**config.mk**
```make
export PLATFORM = sky130hd
export DESIGN_NAME = simple_phase_seq_flat
export DESIGN_NICKNAME = d
export VERILOG_FILES = /design/src/rtl/simple_pkg.sv /design/src/rtl/simple_phase_seq_if.sv /design/src/rtl/simple_wait_timer.sv /design/src/rtl/simple_phase_seq.sv /design/src/flat_wrapper.sv
export SDC_FILE = /design/constraint.sdc
export NUM_CORES = 1
export LEC_CHECK = 0
export BUFFER_PORTS_ARGS = -buffer_cell sky130_fd_sc_hd__buf_4
export CORE_UTILIZATION = 38
export DETAILED_ROUTE_END_ITERATION = 8
export PLACE_DENSITY_LB_ADDON = 0.1
export SLEW_MARGIN = 10
export SYNTH_ARGS = -nofsm -noshare
export SYNTH_HDL_FRONTEND = slang
export SYNTH_SLANG_ARGS = --single-unit
```
**constraint.sdc**
```tcl
create_clock -name clk -period 2.6 [get_ports clk]
set_input_delay 0.52 -clock clk [delete_from_list [all_inputs] [get_ports clk]]
set_output_delay 0.52 -clock clk [all_outputs]
set_load 0.02 [all_outputs]
```
**src/rtl/simple_pkg.sv**
```systemverilog
// Shared types and constants for the SIMPLE phase sequencer: state and
// instruction-class enums, format/opcode codes, one-hot phase bit positions.
package simple_pkg;

  typedef enum logic [2:0] {
    S_IDLE, S_IF, S_ID, S_EX, S_MEM, S_WB, S_HALT
  } state_t;

  typedef enum logic [2:0] {
    C_ALU, C_LD, C_ST, C_IN, C_OUT, C_HLT
  } cls_t;

  localparam logic [1:0] FMT_LD  = 2'b00;
  localparam logic [1:0] FMT_ST  = 2'b01;
  localparam logic [1:0] FMT_BR  = 2'b10;
  localparam logic [1:0] FMT_ALU = 2'b11;

  localparam logic [3:0] OP_IN  = 4'b1100;
  localparam logic [3:0] OP_OUT = 4'b1101;
  localparam logic [3:0] OP_HLT = 4'b1111;

  localparam int PH_W   = 5;
  localparam int PH_IF  = 0;
  localparam int PH_ID  = 1;
  localparam int PH_EX  = 2;
  localparam int PH_MEM = 3;
  localparam int PH_WB  = 4;

  function automatic cls_t decode(input logic [1:0] fmt, input logic [3:0] op);
    cls_t c;
    c = C_ALU;
    if (fmt == FMT_LD)
      c = C_LD;
    else if (fmt == FMT_ST)
      c = C_ST;
    else if (fmt == FMT_ALU) begin
      if (op == OP_IN)
        c = C_IN;
      else if (op == OP_OUT)
        c = C_OUT;
      else if (op == OP_HLT)
        c = C_HLT;
    end
    return c;
  endfunction

  function automatic logic [PH_W-1:0] phase_of(input state_t s);
    logic [PH_W-1:0] p;
    p = '0;
    case (s)
      S_IF:    p[PH_IF]  = 1'b1;
      S_ID:    p[PH_ID]  = 1'b1;
      S_EX:    p[PH_EX]  = 1'b1;
      S_MEM:   p[PH_MEM] = 1'b1;
      S_WB:    p[PH_WB]  = 1'b1;
      default: p = '0;
    endcase
    return p;
  endfunction

endpackage

```
**src/rtl/simple_phase_seq_if.sv**
```systemverilog
// Sequencer-side bundle: run control, instruction, memory and I/O handshakes
// in; phase enables, strobes and status out.
interface simple_phase_seq_if
  import simple_pkg::*;
#(
  parameter int CNT_W = 16
);
  logic             start;
  logic             stop;
  logic             step_mode;
  logic [15:0]      inst;
  logic             mem_ready;
  logic             in_valid;
  logic             out_ready;
  logic [PH_W-1:0]  phase;
  logic             mem_req;
  logic             mem_we;
  logic             ir_load;
  logic             pc_update;
  logic             in_ack;
  logic             out_valid;
  logic             busy;
  logic             halted;
  logic             timeout_err;
  logic [CNT_W-1:0] retired;

  modport master (
    input  start, stop, step_mode, inst, mem_ready, in_valid, out_ready,
    output phase, mem_req, mem_we, ir_load, pc_update, in_ack, out_valid,
           busy, halted, timeout_err, retired
  );

  modport slave (
    output start, stop, step_mode, inst, mem_ready, in_valid, out_ready,
    input  phase, mem_req, mem_we, ir_load, pc_update, in_ack, out_valid,
           busy, halted, timeout_err, retired
  );
endinterface

```
**src/rtl/simple_wait_timer.sv**
```systemverilog
// Reloadable down-counter watchdog: clear reloads LOAD, en counts one wait cycle,
// expire flags the LOAD-th consecutive counted cycle. LOAD=0 never expires.
module simple_wait_timer #(
  parameter int W    = 8,
  parameter int LOAD = 255
) (
  input  logic clk,
  input  logic rst,
  input  logic clear,
  input  logic en,
  output logic expire
);
  logic [W-1:0] cnt;

  always_ff @(posedge clk) begin
    if (rst || clear)
      cnt <= W'(LOAD);
    else if (en && cnt != '0)
      cnt <= cnt - W'(1);
  end

  assign expire = (LOAD != 0) && en && (cnt == W'(1));

endmodule

```
**src/rtl/simple_phase_seq.sv**
```systemverilog
// Multicycle IF/ID/EX/MEM/WB sequencer for the SIMPLE core: one-hot phase
// enables, memory and I/O handshakes, run/stop/single-step, HLT and watchdog.
module simple_phase_seq
  import simple_pkg::*;
#(
  parameter int CNT_W   = 16,
  parameter int TIMEOUT = 255
) (
  input  logic               clk,
  input  logic               rst,
  simple_phase_seq_if.master bus
);
  localparam int TW = (TIMEOUT < 2) ? 1 : $clog2(TIMEOUT + 1);

  state_t state, nxt;
  cls_t   cls, cls_d;
  logic   wd_clear, wd_en, wd_exp;

  // Class is decoded from inst while in ID and held for the rest of the instruction.
  always_comb cls_d = (state == S_ID) ? decode(bus.inst[15:14], bus.inst[7:4]) : cls;

  always_comb begin
    nxt = state;
    case (state)
      S_IDLE: if (bus.start) nxt = S_IF;
      S_IF: begin
        if (wd_exp)             nxt = S_HALT;
        else if (bus.mem_ready) nxt = S_ID;
      end
      S_ID:   nxt = (cls_d == C_HLT) ? S_HALT : S_EX;
      S_EX: begin
        if (cls == C_IN)        nxt = bus.in_valid  ? S_WB : S_EX;
        else if (cls == C_OUT)  nxt = bus.out_ready ? S_WB : S_EX;
        else if (cls == C_LD || cls == C_ST) nxt = S_MEM;
        else                    nxt = S_WB;
      end
      S_MEM: begin
        if (wd_exp)             nxt = S_HALT;
        else if (bus.mem_ready) nxt = S_WB;
      end
      S_WB:   nxt = (bus.stop || bus.step_mode) ? S_IDLE : S_IF;
      S_HALT: nxt = S_HALT;
      default: nxt = S_IDLE;
    endcase
  end

  assign wd_en    = (state == S_IF || state == S_MEM) && !bus.mem_ready;
  assign wd_clear = (nxt != state) && (nxt == S_IF || nxt == S_MEM);

  simple_wait_timer #(.W(TW), .LOAD(TIMEOUT)) u_wd (
    .clk    (clk),
    .rst    (rst),
    .clear  (wd_clear),
    .en     (wd_en),
    .expire (wd_exp)
  );

  // Same-cycle strobes; reset suppresses them so an abandoned access never loads.
  assign bus.ir_load = !rst && (state == S_IF) && bus.mem_ready;
  assign bus.in_ack  = !rst && (state == S_EX) && (cls == C_IN) && bus.in_valid;

  always_ff @(posedge clk) begin
    if (rst) begin
      state           <= S_IDLE;
      cls             <= C_ALU;
      bus.phase       <= '0;
      bus.mem_req     <= 1'b0;
      bus.mem_we      <= 1'b0;
      bus.pc_update   <= 1'b0;
      bus.out_valid   <= 1'b0;
      bus.busy        <= 1'b0;
      bus.halted      <= 1'b0;
      bus.timeout_err <= 1'b0;
      bus.retired     <= '0;
    end else begin
      state           <= nxt;
      cls             <= cls_d;
      bus.phase       <= phase_of(nxt);
      bus.mem_req     <= (nxt == S_IF) || (nxt == S_MEM);
      bus.mem_we      <= (nxt == S_MEM) && (cls_d == C_ST);
      bus.pc_update   <= (nxt == S_WB);
      bus.out_valid   <= (nxt == S_EX) && (cls_d == C_OUT);
      bus.busy        <= (nxt inside {S_IF, S_ID, S_EX, S_MEM, S_WB});
      bus.halted      <= (nxt == S_HALT);
      if (wd_exp)
        bus.timeout_err <= 1'b1;
      if (state == S_WB)
        bus.retired <= bus.retired + CNT_W'(1);
    end
  end

endmodule

```
**src/flat_wrapper.sv**
```systemverilog
// flat-port wrapper written by rule: the top's interface ports become plain ports
module simple_phase_seq_flat import simple_pkg::*;
#(
  parameter int CNT_W   = 16,
  parameter int TIMEOUT = 255
)
  (clk, rst, bus_start, bus_stop, bus_step_mode, bus_inst, bus_mem_ready, bus_in_valid, bus_out_ready, bus_phase, bus_mem_req, bus_mem_we, bus_ir_load, bus_pc_update, bus_in_ack, bus_out_valid, bus_busy, bus_halted, bus_timeout_err, bus_retired);
  simple_phase_seq_if #(.CNT_W(CNT_W)) bus_i ();
  input  logic clk;
  input  logic rst;
  input wire logic [$bits(bus_i.start)-1:0] bus_start;
  input wire logic [$bits(bus_i.stop)-1:0] bus_stop;
  input wire logic [$bits(bus_i.step_mode)-1:0] bus_step_mode;
  input wire logic [$bits(bus_i.inst)-1:0] bus_inst;
  input wire logic [$bits(bus_i.mem_ready)-1:0] bus_mem_ready;
  input wire logic [$bits(bus_i.in_valid)-1:0] bus_in_valid;
  input wire logic [$bits(bus_i.out_ready)-1:0] bus_out_ready;
  output wire logic [$bits(bus_i.phase)-1:0] bus_phase;
  output wire logic [$bits(bus_i.mem_req)-1:0] bus_mem_req;
  output wire logic [$bits(bus_i.mem_we)-1:0] bus_mem_we;
  output wire logic [$bits(bus_i.ir_load)-1:0] bus_ir_load;
  output wire logic [$bits(bus_i.pc_update)-1:0] bus_pc_update;
  output wire logic [$bits(bus_i.in_ack)-1:0] bus_in_ack;
  output wire logic [$bits(bus_i.out_valid)-1:0] bus_out_valid;
  output wire logic [$bits(bus_i.busy)-1:0] bus_busy;
  output wire logic [$bits(bus_i.halted)-1:0] bus_halted;
  output wire logic [$bits(bus_i.timeout_err)-1:0] bus_timeout_err;
  output wire logic [$bits(bus_i.retired)-1:0] bus_retired;
  assign bus_i.start = bus_start;
  assign bus_i.stop = bus_stop;
  assign bus_i.step_mode = bus_step_mode;
  assign bus_i.inst = bus_inst;
  assign bus_i.mem_ready = bus_mem_ready;
  assign bus_i.in_valid = bus_in_valid;
  assign bus_i.out_ready = bus_out_ready;
  assign bus_phase = bus_i.phase;
  assign bus_mem_req = bus_i.mem_req;
  assign bus_mem_we = bus_i.mem_we;
  assign bus_ir_load = bus_i.ir_load;
  assign bus_pc_update = bus_i.pc_update;
  assign bus_in_ack = bus_i.in_ack;
  assign bus_out_valid = bus_i.out_valid;
  assign bus_busy = bus_i.busy;
  assign bus_halted = bus_i.halted;
  assign bus_timeout_err = bus_i.timeout_err;
  assign bus_retired = bus_i.retired;
  simple_phase_seq #(.CNT_W(CNT_W), .TIMEOUT(TIMEOUT)) u_core (.clk(clk), .rst(rst), .bus(bus_i));
endmodule
```
---- Yosys cells after proc, flatten, opt, wreduce, memory -nomap -nowiden ----
Cells that the tools add are included.
storage, ports and cells
  register bits ........................... 42
  input bits .............................. 24
  output and inout bits ................... 30
  logic and storage cells ................. 87
operators by class
  add/sub/neg operators ................... 2
  eq/ne operators ......................... 26
  mux-type cells .......................... 25
  reduce and logical (&&, ||, !) cells .... 22
operator list
  cell                                                                    count
  3-bit 2-to-1 mux                                                        17
  3-bit equality test (second input constant)                             9
  3-bit by 2-bit equality test with 1-bit output (second input constant)  7
  3-bit one-hot mux with 7 select lines                                   1
  16-bit by 1-bit adder with 16-bit output (second input constant)        1
  4-bit equality test (second input constant)                             3
  1-bit logical AND                                                       11
  3-bit by 1-bit equality test with 1-bit output (second input constant)  3
  8-bit by 1-bit equality test with 1-bit output (second input constant)  1
  8-bit nonzero test                                                      1
  8-bit by 1-bit subtractor with 8-bit output (second input constant)     1
  1-bit 2-to-1 mux                                                        7
  1-bit logical OR                                                        5
  5-bit nonzero test                                                      1
  3-bit zero test                                                         1
  3-bit != test                                                           1
  2-bit by 1-bit equality test with 1-bit output (second input constant)  1
  2-bit equality test (second input constant)                             1
  1-bit zero test                                                         2
  2-bit zero test                                                         1

---- Logic depth before layout (Yosys ltp) ----
  depth in word-level cells ............... 15
  gate-level depth with buffers ........... 8
  gate-level depth less buffers ........... 8

---- Cells and area by module ----
Synthesis repeated with hierarchy kept, for this count alone.
second synthesis, totals
  cell total of the unflattened synthesis .. 238
  area total of the unflattened synthesis .. 2,164.6 sq um
by module, submodules not included
  module             instances  cells an instance  area an instance (sq um)  sequential area each (sq um)
  simple_phase_seq   1          191                1,754.2                   660.6
  simple_wait_timer  1          47                 410.4                     160.2

---- Worst setup path after synthesis ----
No wires, ideal clock.
  kind .................................... input to register
  start ................................... input port bus_out_ready
  end ..................................... register u_core.bus.out_valid
  setup time .............................. 88 ps
  data arrival time ....................... 1,920 ps
  data required time ...................... 2,512 ps
  slack ................................... 593 ps
  cell stages on the path ................. 6
  buffers on the path ..................... 0
  path through ............................ or4b_1 o311a_2 nand2_2 nor3b_4 o21ai_2 nor4_2
on the way
  word-level cells in the longest chain between the ends .. 6
ends and longest elaborated chain
  what                                            RTL line                   RTL
  start: declaration                              flat_wrapper.sv:17         input wire logic [$bits(bus_i.out_ready)-1:0] bus_out_ready;
  3-bit 2-to-1 mux (2 in a row)                   simple_phase_seq.sv:33     else if (cls == C_OUT) nxt = bus.out_ready ? S_WB : S_EX;
  3-bit 2-to-1 mux                                simple_phase_seq.sv:32     if (cls == C_IN) nxt = bus.in_valid ? S_WB : S_EX;
  3-bit one-hot mux with 7 select lines           simple_phase_seq.sv:24     case (state)
  3-bit by 2-bit equality test with 1-bit output  simple_phase_seq.sv:82     bus.out_valid <= (nxt == S_EX) && (cls_d == C_OUT);
  1-bit logical AND                               simple_phase_seq.sv:82
  end signal: assignment                          simple_phase_seq.sv:82
  end: declaration                                simple_phase_seq_if.sv:29  output phase, mem_req, mem_we, ir_load, pc_update, in_ack, out_valid,
No other way between the ends.
A chain may end at the register's enable or synchronous reset.

---- Final worst setup path ----
  start ................................... register u_core.state[0]
  end ..................................... output port bus_in_ack
on the way
  word-level cells in the longest chain between the ends .. 4
ends and longest elaborated chain
  what                                            RTL line                RTL
  start: declaration                              simple_phase_seq.sv:15  state_t state, nxt;
  start signal: assignment                        simple_phase_seq.sv:76  state <= nxt;
  3-bit by 2-bit equality test with 1-bit output  simple_phase_seq.sv:60  assign bus.in_ack = !rst && (state == S_EX) && (cls == C_IN) && bus.in_valid;
  1-bit logical AND (3 in a row)                  simple_phase_seq.sv:60
  end: declaration                                flat_wrapper.sv:23      output wire logic [$bits(bus_i.in_ack)-1:0] bus_in_ack;
No other way between the ends.

==> impl_metrics.csv <==
group,metric,value,unit
synth,synthTopCellsByArea,"dfxtp_1 40%, nor2_1 7.1%, xor2_1 6.4%, nand2_1 3.8%, xnor2_1 2.6%",
sta,final.setup_skew,0.00592,ns
sta,post-route-worst-setup-slack,0.438,ns
floorplanning,core,5140,um^2
synth,netlist_area,2050,um^2
detailed_routing,vias_per_cell,4.95,
pwr,ir_drop,0.000368,V
grt,grt.total_usage,15.4,%
hold_path,hp-start,"u_core.bus.timeout_err$_SDFFE_PP0P_",
floorplanning,dieWidth,75.4,um
sta,slew_headroom,45.5,%
synth,ys.warnings.count,0,
sta,setup_viol,0,
clock_network,cts_tree,"done",
pwr,power.leakage,0.00107,uW
setup_path,crit_arrival,1.64,ns
sta,tightestPinTransition,0.809,ns
finish,stdcell_count,347,
hold_path,hold_end,"u_core.bus.timeout_err$_SDFFE_PP0P_",
clock_network,cts_hold_buffers,0,
setup_path,cp-start-kind,"flop",
detailed_routing,wl_per_cell,12.1,um
finish,syn_to_final_growth,26.0,%
floorplanning,die_h,75.4,um
clock_network,ctsHtreeMaxLevel,2,
synth,synth-edff-count,0,
detailed_routing,drcViolationCount,0,
clock_network,clock-sinks,41,
setup_path,critPathKind,"flop to primary output",
detailed_routing,drtPass1Iterations,4,
finish,n_fill_cell,517,
sta,drv_slew,0,
clock_network,cts_root_buf,"clkbuf_8",
setup_path,r2r_start,"u_core.u_wd.cnt[1]$_SDFFE_PP1P_",
grt,antenna_found_initial,0,
sta,fmax,462,MHz
hold_path,holdPathStages,1,
finish,nNetsFinal,304,
synth,ys.flop_type,"dfxtp_1",
synth,yosysSeqAreaShare,40.1,%
floorplanning,placementRows,26,
grt,grt_pass1_wl,6710,um
pwr,power,1470,uW
setup_path,path_max_fanout,10,
setup_path,rr_endpoint,"u_core.u_wd.cnt[3]$_SDFFE_PP1P_",
synth,yosysUniqueCellTypes,53,
synth,synth_most_common_cell,"dfxtp_1",
sta,finalHoldViolCount,0,
placement,pre_cts_ws,0.343,ns
grt,overflow,0,
synth,yosys.area.top_type,"dfxtp_1",
setup_path,critPathMaxStageDelay,0.53,ns
run,cap_viol_max_count,0,
floorplanning,io_pins,54,
placement,port-buffer-count,43,
detailed_routing,drt-initial-drc-count,65,
grt,grt_max_degree,29,
clock_network,clk_pin_slew,0.08,ns
synth,synth_nets,259,
clock_network,cts_setup_buffers,0,
setup_path,r2r_cells,8,
hold_path,hp-class,"flop to flop",
setup_path,crit_slowest_cell,"dfxtp_1",
synth,postSynthCellCount,231,
sta,fin_crit_sh,83.2,%
setup_path,crit_chain,"nand2b_1 -> nor4_1 -> and3_1 -> buf_4",
clock_network,cts_max_path_buffers,2,
placement,dpl.hpwl,3090,um
detailed_routing,detail-route-antenna-nets,0,
sta,whs,0.480,ns
floorplanning,start_util,39.8,%
synth,synth.top_cell.area_share,40.1,%
grt,grt_pass1_vias,1440,
setup_path,ff2ff_setup_slack,0.46,ns
floorplanning,die_area,5690,um^2
finish,antennaDiodeCount,0,
clock_network,clk-insertion-delay-late,0.29,ns
finish,drive_above_1_share,27.1,%
status,outcome,"completed",
clock_network,ctsResizeCount,0,
synth,ys_ff_latch,41,
sta,rsz0062_at_grt,"no",
placement,place_inst,339,
detailed_routing,num_vias,1716,
synth,ys_top_cells_by_count,"41 x dfxtp_1, 39 x nor2_1, 21 x nand2_1",
setup_path,crit_required,2.08,ns
sta,tns,0,ns
setup_path,cp-end-kind,"primary output",
sta,period_minus_slack,2.16,ns
clock_network,cts_buffers,5,
pwr,power_density,571,nW/um^2
placement,gp_congestion,0.799,
synth,postSynthAreaPerCell,8.87,um^2
synth,async_flop_share,0,%
detailed_routing,wirelength,4180,um
==> layer usage <==
layer  track usage [%]  vias up  share of wire (%)
met5                 0        -                  0
met4              5.14        0                1.3
met3              3.97        6                4.4
met2              22.9       39                 45
met1              21.6      774                 50
li1                  -      897                  -
==> critical path, delay by kind of cell, from the launching register on <==
kind	cells	cell delay (ns)
simple gates	3	0.69
flops	1	0.53
buf+inv	1	0.13
==> sequential cells by signal, indices dropped and copies added, names as in the netlist <==
name and flops:
u_core.cls 3, u_core.bus.pc_update 1, u_core.bus.halted 1, u_core.bus.mem_we 1, u_core.bus.phase 4, u_core.bus.busy 1, u_core.u_wd.cnt 8, u_core.bus.retired 16
u_core.bus.mem_req 1, u_core.bus.out_valid 1, u_core.state 3, u_core.bus.timeout_err 1
==> per-stage QoR <==
| step | instance area, um^2 | util [%] |
|---|---|---|
| 3_3_place_gp | 2450 | 47.6 |
| 2_1_floorplan | 2050 | - |
| 3_5_place_dp | 2450 | 47.6 |
| 4_1_cts | 2580 | 50.2 |
| 5_1_grt | 2580 | 50.2 |
| 6_report | 2580 | 50.2 |
==> cell families after synthesis <==
kind of cell | share of synthesized area, %
and+or+nand+nor | 33.9
DFF | 40.1
AOI/OAI and AO/OA | 10.3
xor gates and xnor gates | 8.98
buffers and inverters | 3.36
adders and majority gates | 2.44
muxes | 0.977
==> area by class of cell <==
cell class              instances  area [um^2]  share of cell area, %
well taps                      70         87.6                   3.39
repair buffers                 47          353                   13.7
multi-input cells             174         1160                   44.9
inverters                       7         26.3                   1.02
clock inverters                 3         65.1                   2.52
flip-flops and latches         41          821                   31.8
clock buffers                   5         68.8                   2.67
==> placed cells by master, fill, tap and decap left out, types with 2 or more instances in the layout <==
master     Yosys  final
nor4b_1        5      5
nand4_1        4      4
nor3b_2        2      2
nor2_1        39     39
nor3b_1        2      2
mux2i_1        2      2
o21ai_2        2      2
ha_1           4      4
or3_1          4      4
o21ai_0        3      3
clkbuf_8       0      5
xor2_1        15     15
xnor2_1        6      6
and4_1         2      2
a21oi_1        7      7
and3_1         8      8
nor4_4         2      2
nand3_1        4      4
nand2b_1       2      2
nor3_1         5      5
dfxtp_1       41     41
nand2_2        2      2
or2_2          2      2
bufinv_16      0      2
nand2_1       21     21
nor2b_1        3      3
inv_1          6      6
buf_4          1     47
nor4_1         5      5
==> worst max path at each step <==
stage                               startpoint                               to  depth (start not counted)  slack [ns]
6_report            u_core.state[0]$_SDFF_PP0_                       bus_in_ack                          4        0.44
5_1_grt        u_core.u_wd.cnt[1]$_SDFFE_PP1P_  u_core.u_wd.cnt[7]$_SDFFE_PP1P_                          8        0.22
4_1_cts        u_core.u_wd.cnt[1]$_SDFFE_PP1P_  u_core.u_wd.cnt[1]$_SDFFE_PP1P_                          8        0.41
3_5_place_dp                     bus_out_ready  u_core.bus.out_valid$_SDFF_PP0_                          7        0.34
3_3_place_gp                     bus_out_ready  u_core.bus.out_valid$_SDFF_PP0_                          7        0.35
2_1_floorplan                    bus_out_ready  u_core.bus.out_valid$_SDFF_PP0_                          6        0.59
==> where the power goes <==
part           internal [uW]  switching, uW
sequential               646           16.6
combinational           83.1            120
clock                    382            225
total                   1110            362
(Power assumes the default switching activity.)
